### config.mk
export PLATFORM = sky130hd
export DESIGN_NAME = lct_l1a_match
export DESIGN_NICKNAME = d
export VERILOG_FILES = /design/src/rtl/dmb_lct_pkg.sv /design/src/rtl/lct_age_entry.sv /design/src/rtl/lct_l1a_match.sv
export SDC_FILE = /design/constraint.sdc
export NUM_CORES = 1
export LEC_CHECK = 0
export ABC_AREA = 1
export CAP_MARGIN = 20
export CORE_UTILIZATION = 50
export CTS_BUF_LIST = sky130_fd_sc_hd__clkbuf_8
export DETAILED_ROUTE_END_ITERATION = 8
export PLACE_DENSITY = 0.71
export SYNTH_ARGS = -nofsm -noshare
export SYNTH_HDL_FRONTEND = slang
export SYNTH_HIERARCHICAL = 1
export SYNTH_SLANG_ARGS = --single-unit
### constraint.sdc
create_clock -name CLK -period 3.75 [get_ports CLK]
set_input_delay 1.125 -clock CLK [delete_from_list [all_inputs] [get_ports CLK]]
set_output_delay 1.125 -clock CLK [all_outputs]
set_load 0.05 [all_outputs]
### src/rtl/dmb_lct_pkg.sv
// Shared definitions for the LCT / L1A matching logic.
//   DEF_DEPTH  default number of pending-LCT entries
//   DEF_WIN_W  default width of the match window and of each age counter
//   pend_w()   width needed to hold a pending count of 0..depth
package dmb_lct_pkg;

    localparam int DEF_DEPTH = 4;
    localparam int DEF_WIN_W = 4;

    function automatic int pend_w(input int depth);
        return $clog2(depth + 1);
    endfunction

endpackage

### src/rtl/lct_age_entry.sv
// One pending-LCT slot: a valid bit plus an age counter that counts clocks
// since the LCT was captured and sticks at all-ones instead of wrapping.
//   CLK       system clock, rising edge
//   RST_N     synchronous active-low reset (empties the slot)
//   clr       empty the slot
//   load      fill the slot with load_age (takes effect over the counting)
//   load_age  age written on load
//   valid     slot holds an LCT
//   age       clocks since the LCT was captured (saturating)
module lct_age_entry
    import dmb_lct_pkg::*;
#(
    parameter int WIN_W = DEF_WIN_W
) (
    input  logic             CLK,
    input  logic             RST_N,
    input  logic             clr,
    input  logic             load,
    input  logic [WIN_W-1:0] load_age,
    output logic             valid,
    output logic [WIN_W-1:0] age
);

    always_ff @(posedge CLK) begin
        if (!RST_N || clr) begin
            valid <= 1'b0;
            age   <= '0;
        end else if (load) begin
            valid <= 1'b1;
            age   <= load_age;
        end else if (valid && (age != '1)) begin
            age <= age + WIN_W'(1);
        end
    end

endmodule

### src/rtl/lct_l1a_match.sv
// Matches level-1 accepts against delayed LCT pulses. Each LCT rising edge
// queues an entry; an L1A within WIN clocks of the oldest entry consumes it.
// Entries that reach WIN clocks unmatched are dropped from the head.
//   CLK          system clock, rising edge
//   RST_N        synchronous active-low reset
//   LCT          delayed LCT level; its rising edge is the event
//   L1A          level-1 accept pulse
//   WIN          match window in clocks, 0 disables matching
//   L1A_MATCH    pulse: L1A consumed a pending LCT
//   L1A_NOMATCH  pulse: L1A found nothing in the window
//   LCT_EXPIRED  pulse: oldest LCT aged out unmatched
//   LCT_OVF      pulse: LCT dropped because the queue was full
//   PENDING      number of queued entries
//   MATCH_CNT    saturating count of L1A_MATCH pulses
module lct_l1a_match
    import dmb_lct_pkg::*;
#(
    parameter int DEPTH = DEF_DEPTH,
    parameter int WIN_W = DEF_WIN_W
) (
    input  logic                      CLK,
    input  logic                      RST_N,
    input  logic                      LCT,
    input  logic                      L1A,
    input  logic [WIN_W-1:0]          WIN,
    output logic                      L1A_MATCH,
    output logic                      L1A_NOMATCH,
    output logic                      LCT_EXPIRED,
    output logic                      LCT_OVF,
    output logic [pend_w(DEPTH)-1:0]  PENDING,
    output logic [7:0]                MATCH_CNT
);

    localparam int PW = pend_w(DEPTH);

    // Queue is kept compacted: slot 0 is the oldest entry, valid slots are
    // 0..PENDING-1. The extra slot DEPTH is a permanently empty pad so the
    // shift logic can read slot i+1 without a range special case.
    logic             lct_q;
    logic             lct_evt;
    logic [DEPTH:0]   valid_ext;
    logic [WIN_W-1:0] age_ext [DEPTH+1];
    logic [DEPTH-1:0] ent_load;
    logic [DEPTH-1:0] ent_clr;
    logic [WIN_W-1:0] ent_load_age [DEPTH];
    logic [PW-1:0]    pend_q;
    logic [PW-1:0]    app_idx;
    logic [WIN_W:0]   head_k;
    logic [WIN_W:0]   win_x;
    logic             head_inwin, head_old;
    logic             match_head, match_new, nomatch;
    logic             expire, remove, full, evt_live, append, overflow;

    for (genvar g = 0; g < DEPTH; g++) begin : g_ent
        lct_age_entry #(.WIN_W(WIN_W)) u_ent (
            .CLK      (CLK),
            .RST_N    (RST_N),
            .clr      (ent_clr[g]),
            .load     (ent_load[g]),
            .load_age (ent_load_age[g]),
            .valid    (valid_ext[g]),
            .age      (age_ext[g])
        );
    end

    assign valid_ext[DEPTH] = 1'b0;
    assign age_ext[DEPTH]   = '0;

    assign lct_evt = LCT && !lct_q;

    // The stored age lags by one: an entry loaded with 0 on its LCT edge
    // has been waiting k clocks at the edge where it reads k-1.
    assign head_k = {1'b0, age_ext[0]} + {{WIN_W{1'b0}}, 1'b1};
    assign win_x  = {1'b0, WIN};

    assign head_inwin = valid_ext[0] && (head_k < win_x);
    assign head_old   = valid_ext[0] && !(head_k < win_x);

    // An L1A on the same edge as an LCT edge matches that LCT directly
    // (k=0) when nothing older is queued; the LCT is then never queued.
    assign match_head = L1A && head_inwin;
    assign match_new  = L1A && lct_evt && !valid_ext[0] && (WIN != '0);
    assign nomatch    = L1A && !match_head && !match_new;

    // head_old and head_inwin are exclusive, so a match always wins.
    assign expire   = head_old;
    assign remove   = match_head || expire;
    assign full     = (pend_q == PW'(DEPTH));
    assign evt_live = lct_evt && !match_new;
    assign append   = evt_live && (!full || remove);
    assign overflow = evt_live && full && !remove;
    assign app_idx  = remove ? (pend_q - PW'(1)) : pend_q;

    always_comb begin
        ent_load = '0;
        ent_clr  = '0;
        for (int i = 0; i < DEPTH; i++) begin
            ent_load_age[i] = '0;
        end
        for (int i = 0; i < DEPTH; i++) begin
            if (remove) begin
                // Shift toward the head; the moved entry still ages this clock.
                if (valid_ext[i+1]) begin
                    ent_load[i]     = 1'b1;
                    ent_load_age[i] = (age_ext[i+1] == '1) ? age_ext[i+1]
                                                           : age_ext[i+1] + WIN_W'(1);
                end else begin
                    ent_clr[i] = 1'b1;
                end
            end
            if (append && (app_idx == PW'(i))) begin
                ent_load[i]     = 1'b1;
                ent_clr[i]      = 1'b0;
                ent_load_age[i] = '0;
            end
        end
    end

    always_ff @(posedge CLK) begin
        if (!RST_N) begin
            // lct_q resets high so a level held through reset is not an edge.
            lct_q       <= 1'b1;
            pend_q      <= '0;
            L1A_MATCH   <= 1'b0;
            L1A_NOMATCH <= 1'b0;
            LCT_EXPIRED <= 1'b0;
            LCT_OVF     <= 1'b0;
            MATCH_CNT   <= 8'd0;
        end else begin
            lct_q       <= LCT;
            pend_q      <= pend_q + PW'(append) - PW'(remove);
            L1A_MATCH   <= match_head || match_new;
            L1A_NOMATCH <= nomatch;
            LCT_EXPIRED <= expire;
            LCT_OVF     <= overflow;
            if ((match_head || match_new) && (MATCH_CNT != 8'hFF)) begin
                MATCH_CNT <= MATCH_CNT + 8'd1;
            end
        end
    end

    assign PENDING = pend_q;

endmodule
==> impl_metrics.tcl, run 1 <==
set metrics [dict create \
    async_reset_ff_share_pct 0 \
    start_util_pct 51.74 \
    antenna_found_initial 0 \
    place.gp.congestion 0.8139 \
    status "finished clean" \
    finalWirelength_um 5220 \
    irDropWorstVdd_mv 0.2339 \
    coreArea_um2 5107 \
    stdcell_area_um2 3138 \
    drv_slew 0 \
    path_depth 16 \
    path_cells "clkdlybuf4s50_1 > inv_1 > ha_4 > nand2_1 > nand2_1 > nand3_1 > nand3_2 > o21bai_2 > a21oi_2 > inv_1 > ha_1 > inv_1 > ha_1 > fa_1 > or2_2 > a21oi_1" \
    clock_sinks 36 \
    crit_path_end_kind "register" \
    use_met2_pct 31.63 \
    die_x_um 74.70 \
    grt_max_degree 16 \
    rr_worst_depth 16 \
    maxCapViolations 0 \
    max_freq_mhz 285.5 \
    synth_area_leaders "dfxtp_1 27%, nand2_1 14%, nor2_1 8.8%" \
    worstPathMaxFanout 4 \
    row_count 26 \
    drc 0 \
    leakagePower_nw 1.394 \
    cp_common_cell "inv_1" \
    drtPass1Iterations 4 \
    hp-class "reg -> reg" \
    worst_pin_slew_ns 0.5254 \
    die_height_um 74.70 \
    slew_headroom_pct 64.87 \
    grt_pass1_vias 2083 \
    synth_flop_cell "dfxtp_1" \
    syn_inst 410 \
    cts_setup_buffers 0 \
    vias_per_cell 4.904 \
    cts-buffers-inserted 5 \
    ys_ff_latch 36 \
    cts_htree_levels 2 \
    crit_buf_inv 4 \
    required_ns 3.97 \
    drive_gt1_share_pct 12.42 \
    yosysWarnings 6 \
    hold_depth 2 \
    drtAntennaViolNets 0 \
    synth_top_family_by_area "simple AND/OR/NAND/NOR gates" \
    antenna_cells 0 \
    crit_arrival_ns 3.73 \
    worstSkewPairLatency_ns 0.29 \
    cts.clk_slew.worst_paths_ns 0.08 \
    setup_viol 0 \
    post_synth.cell_area_avg_um2 6.445 \
    yosysTopAreaCellShare_pct 27.27 \
    path_delay_family "adder cells" \
    synth_most_common_cell "nand2_1" \
    grt_pass1_wl_um 8749 \
    ys_types 31 \
    crit_slowest_cell "clkdlybuf4s50_1" \
    synth_xor_area_share_pct 4.309 \
    nets 475 \
    placed_area_um2 3014 \
    synth_simple_gate_area_share_pct 37.45 \
    cts_tree "built" \
    vias 2555 \
    grt_overflow_total 0 \
    yosysTopAreaCell "dfxtp_1" \
    area_growth_pct 18.75 \
    layout_min_cycle_time_ns 3.503 \
    synth_area_um2 2643 \
    portBuffers 22 \
    synth_common_cells "97 x nand2_1, 62 x nor2_1, 53 x inv_1, 36 x dfxtp_1, 30 x nand3_1" \
    pin_count 23 \
    met3_usage_pct 4.552 \
    clk_path_buf_depth 2 \
    drt_iter0_markers 108 \
    met1_usage_pct 27.15 \
    synth_compound_area_share_pct 12.55 \
    grt.busiest_layer "met2" \
    clock_skew_ns 0.01151 \
    crit_type "in -> reg" \
    root_buffer "clkbuf_8" \
    dpl.hpwl_um 4045 \
    synth_adder_area_share_pct 8.333 \
    seq_area_frac_synth_pct 27.27 \
    period_share_pct 93.42 \
    p_per_area_nw_per_um2 349.9 \
    track_usage_pct 20.12 \
    die_area_um2 5580 \
    synth_mux_area_share_pct 0 \
    critPathMaxStageDelay_ns 0.46 \
    tns_ns 0 \
    wire_per_inst_um 10.02 \
    hold_viol_final 0 \
    synth_edf_count 0 \
    crit_path_start_kind "input pin" \
]
==> layout make-up <==
cell class	instances	area, um^2
Tap cell	70	87.58
Sequential cell	36	720.7
Inverter	62	232.7
Multi-Input combinational cell	312	1687
Clock buffer	5	68.82
Timing Repair Buffer	33	302.8
Clock inverter	3	38.79
Fill cell	493	1969
==> flip-flops by register name, indices dropped and copies added (netlist names) <==
name / cells
lct_q: 1
MATCH_CNT: 8
LCT_EXPIRED: 1
LCT_OVF: 1
L1A_MATCH: 1
PENDING: 3
g_ent.u_ent/age: 16
g_ent.u_ent/valid: 4
L1A_NOMATCH: 1
==> cells in the final DEF, fill, tap and decap left out, types with 8 or more instances in the layout <==
cell              n
a21oi_1          13
buf_4            11
clkdlybuf4s50_1  22
dfxtp_1          36
ha_1             15
inv_1            54
inv_2             8
nand2_1          97
nand2_2          13
nand3_1          30
nand4_1          10
nor2_1           62
o2111ai_1         8
o21ai_0          17
==> path summary, 6_finish.rpt <==
kind	start	to	slack, ns
max reg2reg	g_ent[0].u_ent/age[0]	PENDING[2]	0.77
min reg2reg	MATCH_CNT[7]	MATCH_CNT[7]	0.49
min	MATCH_CNT[7]	MATCH_CNT[7]	0.49
max	WIN[2]	PENDING[2]	0.25
==> stage by stage <==
step,utilization [%],power (mW),instances,hold WS (ns),setup WS (ns)
2_1_floorplan,-,0.6815,413,0.4853,0.2687
3_5_place_dp,59.02,0.7689,513,0.4784,-0.1370
6_report,61.44,1.098,521,0.4888,0.2469
3_3_place_gp,59.02,0.7616,513,0.4708,-0.06815
5_1_grt,61.44,1.172,521,0.5070,-0.0004414
4_1_cts,61.12,1.109,521,0.4884,0.1827
==> report_power, final <==
group          internal, mW  switching [mW]
Sequential            0.406          0.0360
Combinational         0.124           0.197
Clock                 0.195           0.141
==> routing by layer <==
layer / wire length, um / part of all wire [%]
met2: 2371 / 45
met5: 0 / 0
met1: 2624 / 50
met4: 88 / 1.7
met3: 135 / 2.6
==> timing repair <==
item / 4_1_cts / 5_1_grt
gates resized for setup: 0 / 2
hold buffers: 0 / 0
endpoints found under the setup margin: 0 / 1
==> worst reg2reg max path: stages (launching register included) <==
cell      delay, ns
dfxtp_1        0.47
ha_1           0.24
xor2_1         0.24
ha_4           0.17
nand2_1        0.04
nand2_1        0.05
nand3_1        0.07
nand3_2        0.10
o21bai_2       0.08
a21oi_2        0.14
inv_1          0.05
ha_1           0.26
inv_1          0.04
ha_1           0.18
fa_1           0.37
or2_2          0.30
a21oi_1        0.11
==> logic make-up after synthesis <==
family,Yosys count
buf+inv,65
simple gates,225
fa+ha+maj,17
other cells,1
xor+xnor,13
flops,36
compound gates,53
Note: power is estimated with default switching activity, not from simulation.
==> run 2: changes to the inputs <==
GPL_ROUTABILITY_DRIVEN = 0   (was unset)
==> results of run 2 <==
The final DEF is identical to that of run 1; final timing and power are the same.
